[config.mk]
export PLATFORM = sky130hd
export DESIGN_NAME = pwr_good_monitor_flat
export DESIGN_NICKNAME = d
export VERILOG_FILES = /design/src/rtl/pwr_mon_pkg.sv /design/src/rtl/pwr_good_monitor_if.sv /design/src/rtl/pg_debounce.sv /design/src/rtl/pwr_good_monitor.sv /design/src/flat_wrapper.sv
export SDC_FILE = /design/constraint.sdc
export NUM_CORES = 1
export LEC_CHECK = 0
export ABC_AREA = 0
export ABC_CLOCK_PERIOD_IN_PS = 3800
export BUFFER_PORTS_ARGS = -buffer_cell sky130_fd_sc_hd__clkbuf_2
export CORE_UTILIZATION = 25
export DETAILED_ROUTE_END_ITERATION = 16
export SYNTH_ARGS = -nofsm -noshare
export SYNTH_HDL_FRONTEND = slang
export SYNTH_SLANG_ARGS = --single-unit
[constraint.sdc]
create_clock -name clk -period 3.8 [get_ports clk]
set_input_delay 0.19 -clock clk [delete_from_list [all_inputs] [get_ports clk]]
set_output_delay 0.19 -clock clk [all_outputs]
set_load 0.02 [all_outputs]
[src/rtl/pwr_mon_pkg.sv]
// Shared types and width helpers for the power-good monitor.
package pwr_mon_pkg;

  typedef enum logic [1:0] {
    IDLE  = 2'd0,
    RAMP  = 2'd1,
    GOOD  = 2'd2,
    FAULT = 2'd3
  } mon_state_t;

  // Width of a counter holding values 0..n-1; never narrower than one bit.
  function automatic int cnt_w(input int n);
    return (n <= 2) ? 1 : $clog2(n);
  endfunction

  localparam int DEBOUNCE_CYC_DEF = 16;
  localparam int TIMEOUT_CYC_DEF  = 100000;
  localparam int SYNC_MAX_GAP_DEF = 64;
  localparam int DB_W_DEF         = cnt_w(DEBOUNCE_CYC_DEF);
  localparam int TO_W_DEF         = cnt_w(TIMEOUT_CYC_DEF);
  localparam int GAP_W_DEF        = cnt_w(SYNC_MAX_GAP_DEF + 1);

endpackage

[src/rtl/pwr_good_monitor_if.sv]
// Monitor <-> power-controller signal bundle.
// PWR_MON_SYNC_CHECK_EN adds sync_in / sync_lost.
interface pwr_good_monitor_if
  import pwr_mon_pkg::*;
#(
  parameter int N_RAILS = 2
) ();
  logic               pwr_en;
  logic [N_RAILS-1:0] pg_in;
  logic               fault_clr;
  logic [N_RAILS-1:0] pg_filt;
  logic               rails_ok;
  logic               fault;
  logic [N_RAILS-1:0] fault_rail;
  mon_state_t         mon_state;
`ifdef PWR_MON_SYNC_CHECK_EN
  logic               sync_in;
  logic               sync_lost;

  modport master (output pwr_en, pg_in, fault_clr, sync_in,
                  input  pg_filt, rails_ok, fault, fault_rail, mon_state, sync_lost);
  modport slave  (input  pwr_en, pg_in, fault_clr, sync_in,
                  output pg_filt, rails_ok, fault, fault_rail, mon_state, sync_lost);
`else
  modport master (output pwr_en, pg_in, fault_clr,
                  input  pg_filt, rails_ok, fault, fault_rail, mon_state);
  modport slave  (input  pwr_en, pg_in, fault_clr,
                  output pg_filt, rails_ok, fault, fault_rail, mon_state);
`endif
endinterface

[src/rtl/pg_debounce.sv]
// 2-FF synchronizer followed by either a debounce filter (EDGE_OUT=0)
// or a registered-edge strobe (EDGE_OUT=1) for the sync-clock checker.
module pg_debounce
  import pwr_mon_pkg::*;
#(
  parameter int DEBOUNCE_CYC = 16,
  parameter bit EDGE_OUT     = 1'b0
) (
  input  logic clk,
  input  logic rst,
  input  logic din,
  output logic dout
);
  logic meta;
  logic sync;

  always_ff @(posedge clk) begin
    if (!rst) begin
      meta <= 1'b0;
      sync <= 1'b0;
    end else begin
      meta <= din;
      sync <= meta;
    end
  end

  generate
    if (EDGE_OUT) begin : g_edge
      logic prev;
      always_ff @(posedge clk) begin
        if (!rst) prev <= 1'b0;
        else      prev <= sync;
      end
      assign dout = sync ^ prev;
    end else begin : g_filt
      localparam int CW = cnt_w(DEBOUNCE_CYC);
      localparam logic [CW-1:0] CNT_LAST = CW'(DEBOUNCE_CYC - 1);
      logic [CW-1:0] cnt;
      // cnt = consecutive samples disagreeing with dout
      always_ff @(posedge clk) begin
        if (!rst) begin
          cnt  <= '0;
          dout <= 1'b0;
        end else if (sync == dout) begin
          cnt  <= '0;
        end else if (cnt == CNT_LAST) begin
          cnt  <= '0;
          dout <= ~dout;
        end else begin
          cnt  <= cnt + 1'b1;
        end
      end
    end
  endgenerate
endmodule

[src/rtl/pwr_good_monitor.sv]
// Debounces per-rail power-good and sequences IDLE/RAMP/GOOD/FAULT.
// PWR_MON_SYNC_CHECK_EN adds a regulator sync-clock loss detector.
module pwr_good_monitor
  import pwr_mon_pkg::*;
#(
  parameter int N_RAILS      = 2,
  parameter int DEBOUNCE_CYC = DEBOUNCE_CYC_DEF,
  parameter int TIMEOUT_CYC  = TIMEOUT_CYC_DEF
`ifdef PWR_MON_SYNC_CHECK_EN
  ,
  parameter int SYNC_MAX_GAP = SYNC_MAX_GAP_DEF
`endif
) (
  input  logic             clk,
  input  logic             rst,
  pwr_good_monitor_if.slave bus
);
  localparam int TO_W = cnt_w(TIMEOUT_CYC);
  localparam logic [TO_W-1:0] TO_LAST = TO_W'(TIMEOUT_CYC - 1);

  logic [N_RAILS-1:0] pg_filt;
  logic [N_RAILS-1:0] fault_rail;
  logic [TO_W-1:0]    tcnt;
  logic               rails_ok;
  logic               fault;
  logic               all_good;
  logic               sync_fault;
  mon_state_t         state;

  generate
    for (genvar i = 0; i < N_RAILS; i++) begin : g_rail
      pg_debounce #(.DEBOUNCE_CYC(DEBOUNCE_CYC), .EDGE_OUT(1'b0)) u_pg (
        .clk  (clk),
        .rst  (rst),
        .din  (bus.pg_in[i]),
        .dout (pg_filt[i])
      );
    end
  endgenerate

  assign all_good = &pg_filt;

`ifdef PWR_MON_SYNC_CHECK_EN
  localparam int GAP_W = cnt_w(SYNC_MAX_GAP + 1);
  localparam logic [GAP_W-1:0] GAP_MAX = GAP_W'(SYNC_MAX_GAP);

  logic             sync_edge;
  logic [GAP_W-1:0] gap;
  logic             sync_lost;
  logic             active;

  pg_debounce #(.DEBOUNCE_CYC(2), .EDGE_OUT(1'b1)) u_sync (
    .clk  (clk),
    .rst  (rst),
    .din  (bus.sync_in),
    .dout (sync_edge)
  );

  assign active = (state == RAMP) || (state == GOOD);

  always_ff @(posedge clk) begin
    if (!rst || !active) gap <= '0;
    else if (sync_edge)  gap <= '0;
    else if (gap != GAP_MAX) gap <= gap + 1'b1;
  end

  assign sync_fault = (gap == GAP_MAX);

  // Mirrors the FSM's FAULT entry/exit conditions for the sync cause.
  always_ff @(posedge clk) begin
    if (!rst)
      sync_lost <= 1'b0;
    else if (active && bus.pwr_en && sync_fault)
      sync_lost <= 1'b1;
    else if (state == FAULT && bus.fault_clr && !bus.pwr_en)
      sync_lost <= 1'b0;
  end

  assign bus.sync_lost = sync_lost;
`else
  assign sync_fault = 1'b0;
`endif

  always_ff @(posedge clk) begin
    if (!rst) begin
      state      <= IDLE;
      tcnt       <= '0;
      rails_ok   <= 1'b0;
      fault      <= 1'b0;
      fault_rail <= '0;
    end else begin
      case (state)
        IDLE: begin
          if (bus.pwr_en) begin
            state <= RAMP;
            tcnt  <= '0;
          end
        end
        RAMP: begin
          if (tcnt != TO_LAST) tcnt <= tcnt + 1'b1;
          if (!bus.pwr_en) begin
            state <= IDLE;
          end else if (sync_fault) begin
            state <= FAULT;
            fault <= 1'b1;
          end else if (all_good) begin
            state    <= GOOD;
            rails_ok <= 1'b1;
          end else if (tcnt == TO_LAST) begin
            state      <= FAULT;
            fault      <= 1'b1;
            fault_rail <= ~pg_filt;
          end
        end
        GOOD: begin
          if (!bus.pwr_en) begin
            state    <= IDLE;
            rails_ok <= 1'b0;
          end else if (sync_fault) begin
            state    <= FAULT;
            rails_ok <= 1'b0;
            fault    <= 1'b1;
          end else if (!all_good) begin
            state      <= FAULT;
            rails_ok   <= 1'b0;
            fault      <= 1'b1;
            fault_rail <= ~pg_filt;
          end
        end
        FAULT: begin
          if (bus.fault_clr && !bus.pwr_en) begin
            state      <= IDLE;
            fault      <= 1'b0;
            fault_rail <= '0;
          end
        end
        default: state <= IDLE;
      endcase
    end
  end

  assign bus.pg_filt    = pg_filt;
  assign bus.rails_ok   = rails_ok;
  assign bus.fault      = fault;
  assign bus.fault_rail = fault_rail;
  assign bus.mon_state  = state;
endmodule
[src/flat_wrapper.sv]
// flat-port wrapper written by rule: the top's interface ports become plain ports
module pwr_good_monitor_flat import pwr_mon_pkg::*;
#(
  parameter int N_RAILS      = 2,
  parameter int DEBOUNCE_CYC = DEBOUNCE_CYC_DEF,
  parameter int TIMEOUT_CYC  = TIMEOUT_CYC_DEF

)
  (clk, rst, bus_pwr_en, bus_pg_in, bus_fault_clr, bus_pg_filt, bus_rails_ok, bus_fault, bus_fault_rail, bus_mon_state);
  pwr_good_monitor_if #(.N_RAILS(N_RAILS)) bus_i ();
  input  logic clk;
  input  logic rst;
  input wire logic [$bits(bus_i.pwr_en)-1:0] bus_pwr_en;
  input wire logic [$bits(bus_i.pg_in)-1:0] bus_pg_in;
  input wire logic [$bits(bus_i.fault_clr)-1:0] bus_fault_clr;
  output wire logic [$bits(bus_i.pg_filt)-1:0] bus_pg_filt;
  output wire logic [$bits(bus_i.rails_ok)-1:0] bus_rails_ok;
  output wire logic [$bits(bus_i.fault)-1:0] bus_fault;
  output wire logic [$bits(bus_i.fault_rail)-1:0] bus_fault_rail;
  output wire logic [$bits(bus_i.mon_state)-1:0] bus_mon_state;
  assign bus_i.pwr_en = bus_pwr_en;
  assign bus_i.pg_in = bus_pg_in;
  assign bus_i.fault_clr = bus_fault_clr;
  assign bus_pg_filt = bus_i.pg_filt;
  assign bus_rails_ok = bus_i.rails_ok;
  assign bus_fault = bus_i.fault;
  assign bus_fault_rail = bus_i.fault_rail;
  assign bus_mon_state = bus_i.mon_state;
  pwr_good_monitor #(.N_RAILS(N_RAILS), .DEBOUNCE_CYC(DEBOUNCE_CYC), .TIMEOUT_CYC(TIMEOUT_CYC)) u_core (.clk(clk), .rst(rst), .bus(bus_i));
endmodule
==> impl_metrics.csv <==
group,metric,value,unit
floorplanning,fp-row-count,29,
setup_path,crit_arrival,1.95,ns
floorplanning,dieWidth,84.29,um
global_routing,grt_overflow_total,0,
setup_path,crit_type,"reg2reg",
setup_path,worstReg2RegStart,"u_core.bus.mon_state[1]$_SDFFE_PN0P_",
placed_design,gp_congestion,0.7428,
synth,ys_seq_area_share,43.75,%
synth,ys_warn_count,0,
floorplanning,ios,14,
setup_path,critPathMaxStageDelay,0.61,ns
synth,synth_fa_ha_area_share,2.217,%
clocking,cts_made_buffers,5,
sta,rsz0062_at_grt,"false",
floorplanning,fp.dieH,84.29,um
synth,ys.flop_type,"dfxtp_1",
synth,syn_nets,198,
setup_path,setup.worst_path.end_class,"register",
detailed_routing,viasPerCell,4.719,
clocking,ctsResizeCount,0,
detailed_routing,dr_total_vias,1326,
detailed_routing,drcViolationCount,0,
detailed_routing,wl_per_cell,11.64,um
sta,worst_pin_slew,0.5477,ns
detailed_routing,first_pass_iters,4,
global_routing,grt_max_degree,24,
synth,syn_avg_cell_area,8.957,um^2
synth,synth-edff-count,0,
hold_path,min-delay-start,"bus_pg_in[0]",
synth,synth_area,1693,um^2
setup_path,rrSetupSlack,2.09,ns
detailed_routing,drt-initial-drc-count,96,
synth,yosys-top-cells-count,"dfxtp_1, nor2_1, nand2_1",
setup_path,start_kind,"register",
cells_and_area,syn_to_final_growth,14.41,%
cells_and_area,stdcell_area,1937,um^2
synth,synth_top_family_by_area,"simple AND/OR/NAND/NOR gates",
clocking,post_cts_buffers,0,
floorplanning,die_area,7105,um^2
power_and_ir_drop,powerDensity,399.8,nW/um^2
floorplanning,start_util,26.21,%
placed_design,place_area,1817,um^2
clocking,cts_tree,"done",
clocking,holdBufCountCts,0,
sta,min_period_over_period,44.99,%
synth,synth_seq_cells,37,
cells_and_area,post_route_cells_drive_above_1_share,14.71,%
global_routing,grt_pass1_vias,1271,
power_and_ir_drop,leakagePower,0.7313,nW
cells_and_area,nFillCells,680,
synth,synthCells,189,
synth,synth.distinct_cells,40,
setup_path,reg2reg_to,"u_core.tcnt[9]$_SDFFE_PN0P_",
detailed_routing,wirelength,3271,um
setup_path,worstPathRequired,4.04,ns
sta,fin_crit,1.709,ns
setup_path,cpLargestDelayFamily,"simple AND/OR/NAND/NOR gates",
setup_path,crit_fanout,15,
synth,synthTopCellsByArea,"dfxtp_1, xor2_1, nand3_1",
setup_path,cp-endpoint,"u_core.tcnt[9]$_SDFFE_PN0P_",
hold_path,worstHoldPathType,"in2reg",
detailed_routing,postRouteAntennaNets,0,
setup_path,crit_buf_inv,0,
cells_and_area,n_antenna_cell,0,
clocking,clk_path_buf_depth,2,
setup_path,crit_cells,5,
clocking,cts_sinks,37,
cells_and_area,nNetsFinal,212,
clocking,path_clk_slew,0.07,ns
global_routing,track_usage,10.08,%
clocking,clk_latency,0.29,ns
synth,synth_top_area_share,43.75,%
setup_path,critPathSlowestCell,"or4_1",
global_routing,grt_pass1_wl,5706,um
synth,synth_simple_gate_area_share,32.15,%
run_status,status,"completed",
synth,post-synth-top-area-cell,"dfxtp_1",
setup_path,worst_path_most_repeated_cell,"nand2_1",
sta,finalHoldViolations,0,
clocking,cts-root-buf,"clkbuf_8",
placed_design,port-buffer-count,13,
synth,synth-xor-area-share,7.243,%
synth,synthArstFlopShare,0,%
sta,whs,0.1075,ns
sta,setup_viol,0,
clocking,cts-htree-levels,2,
setup_path,critPathLaunch,"u_core.bus.mon_state[1]$_SDFFE_PN0P_",
synth,synth.area.mux_share,1.848,%
sta,drv_slew,0,
synth,synth.most_common_cell,"dfxtp_1",
sta,timing.fmax,585.0,MHz
global_routing,antenna_found_initial,0,
setup_path,path_cells,"nor2_1 > nand2_1 > nand2_1 > or4_1 > nand2_1",
sta,skew,0.004989,ns
synth,synth-compound-area-share,9.682,%
floorplanning,fp.coreArea,6459,um^2
setup_path,r2r_cells,5,
placed_design,place_hpwl,2323,um
power_and_ir_drop,ir_drop,220.1,uV
sta,setup_tns,0,ns
sta,slew_headroom,63.40,%
job,maxCapViolCount,0,
[flip-flops by register name, indices dropped and copies added, names as in the netlist]
signal	count
u_core.g_rail.u_pg.dout	2
u_core.bus.rails_ok	1
u_core.tcnt	17
u_core.g_rail.u_pg.sync	2
u_core.bus.fault	1
u_core.bus.fault_rail	2
u_core.g_rail.u_pg.meta	2
u_core.bus.mon_state	2
u_core.g_rail.u_pg.g_filt.cnt	8
[cells in the final DEF (no fill, tap or decap), types with 2 or more instances in the layout]
cell      synthesis  final
a21boi_0          2      2
a21oi_1           4      4
and2_1            7      7
and3_1            5      5
clkbuf_2          0     13
clkbuf_8          0      6
dfxtp_1          37     37
ha_1              3      3
inv_1             4      4
mux2i_1           2      2
nand2_1          19     19
nand3_1          18     18
nand3b_1          2      2
nand4_1           6      6
nor2_1           20     20
nor2b_1           3      3
nor3_1            2      2
nor4_1            3      3
o21ai_0          10     10
o21bai_1          2      2
o31ai_1           2      2
or3_2             2      2
or4_1             2      2
xnor2_1           3      3
xor2_1           11     11
[per-stage QoR]
| stage | setup slack [ns] | instances | power (mW) | utilization [%] |
|---|---|---|---|---|
| 6_report | 2.091 | 281 | 0.7744 | 29.99 |
| 5_1_grt | 1.934 | 281 | 0.8024 | 29.99 |
| 4_1_cts | 2.091 | 281 | 0.7836 | 29.99 |
| 3_5_place_dp | 2.107 | 273 | 0.4288 | 28.13 |
| 3_3_place_gp | 2.102 | 273 | 0.4284 | 28.13 |
| 2_1_floorplan | 2.284 | 189 | 0.4210 | - |
[kinds of logic after synthesis]
family          Yosys count
compound gates           25
xor+xnor                 14
fa+ha+maj                 3
buf+inv                  10
flops                    37
mux                       3
simple gates             97
[worst min path at each step]
| stage | end | slack, ns | depth (start not counted) |
|---|---|---|---|
| floorplan | u_core.g_rail[0].u_pg.meta$_SDFF_PN0_ | 0.32 | 1 |
| global placement | u_core.g_rail[1].u_pg.meta$_SDFF_PN0_ | 0.40 | 2 |
| detailed placement | u_core.g_rail[1].u_pg.meta$_SDFF_PN0_ | 0.40 | 2 |
| CTS | u_core.g_rail[1].u_pg.meta$_SDFF_PN0_ | 0.10 | 2 |
| global route | u_core.g_rail[1].u_pg.meta$_SDFF_PN0_ | 0.11 | 2 |
| finish | u_core.g_rail[0].u_pg.meta$_SDFF_PN0_ | 0.11 | 2 |
[per-layer routing]
layer | vias up | track usage, % | share of wire, % | wire, um
met3 | 6 | 3.048 | 2.6 | 85
met2 | 13 | 16.77 | 46 | 1495
met1 | 617 | 11.93 | 49 | 1615
li1 | 690 | - | - | -
met4 | 0 | 4.702 | 2.3 | 75
met5 | - | 0 | 0 | 0
[where the power goes]
part	internal, mW	total [mW]	switching [mW]
clock	0.213	0.355	0.141
sequential	0.391	0.394	0.00273
combinational	0.00881	0.0259	0.0171
total	0.613	0.774	0.161
[final cells by class]
type / count / area, um^2 / share of cell area, %
multi-input cells: 142 / 899.6 / 46.45
flip-flops and latches: 37 / 740.7 / 38.24
well taps: 77 / 96.34 / 4.974
clock buffers: 6 / 82.58 / 4.264
repair buffers: 13 / 65.06 / 3.359
clock inverters: 2 / 37.54 / 1.938
inverters: 4 / 15.01 / 0.7752
Note: power is estimated with default switching activity, not from simulation.
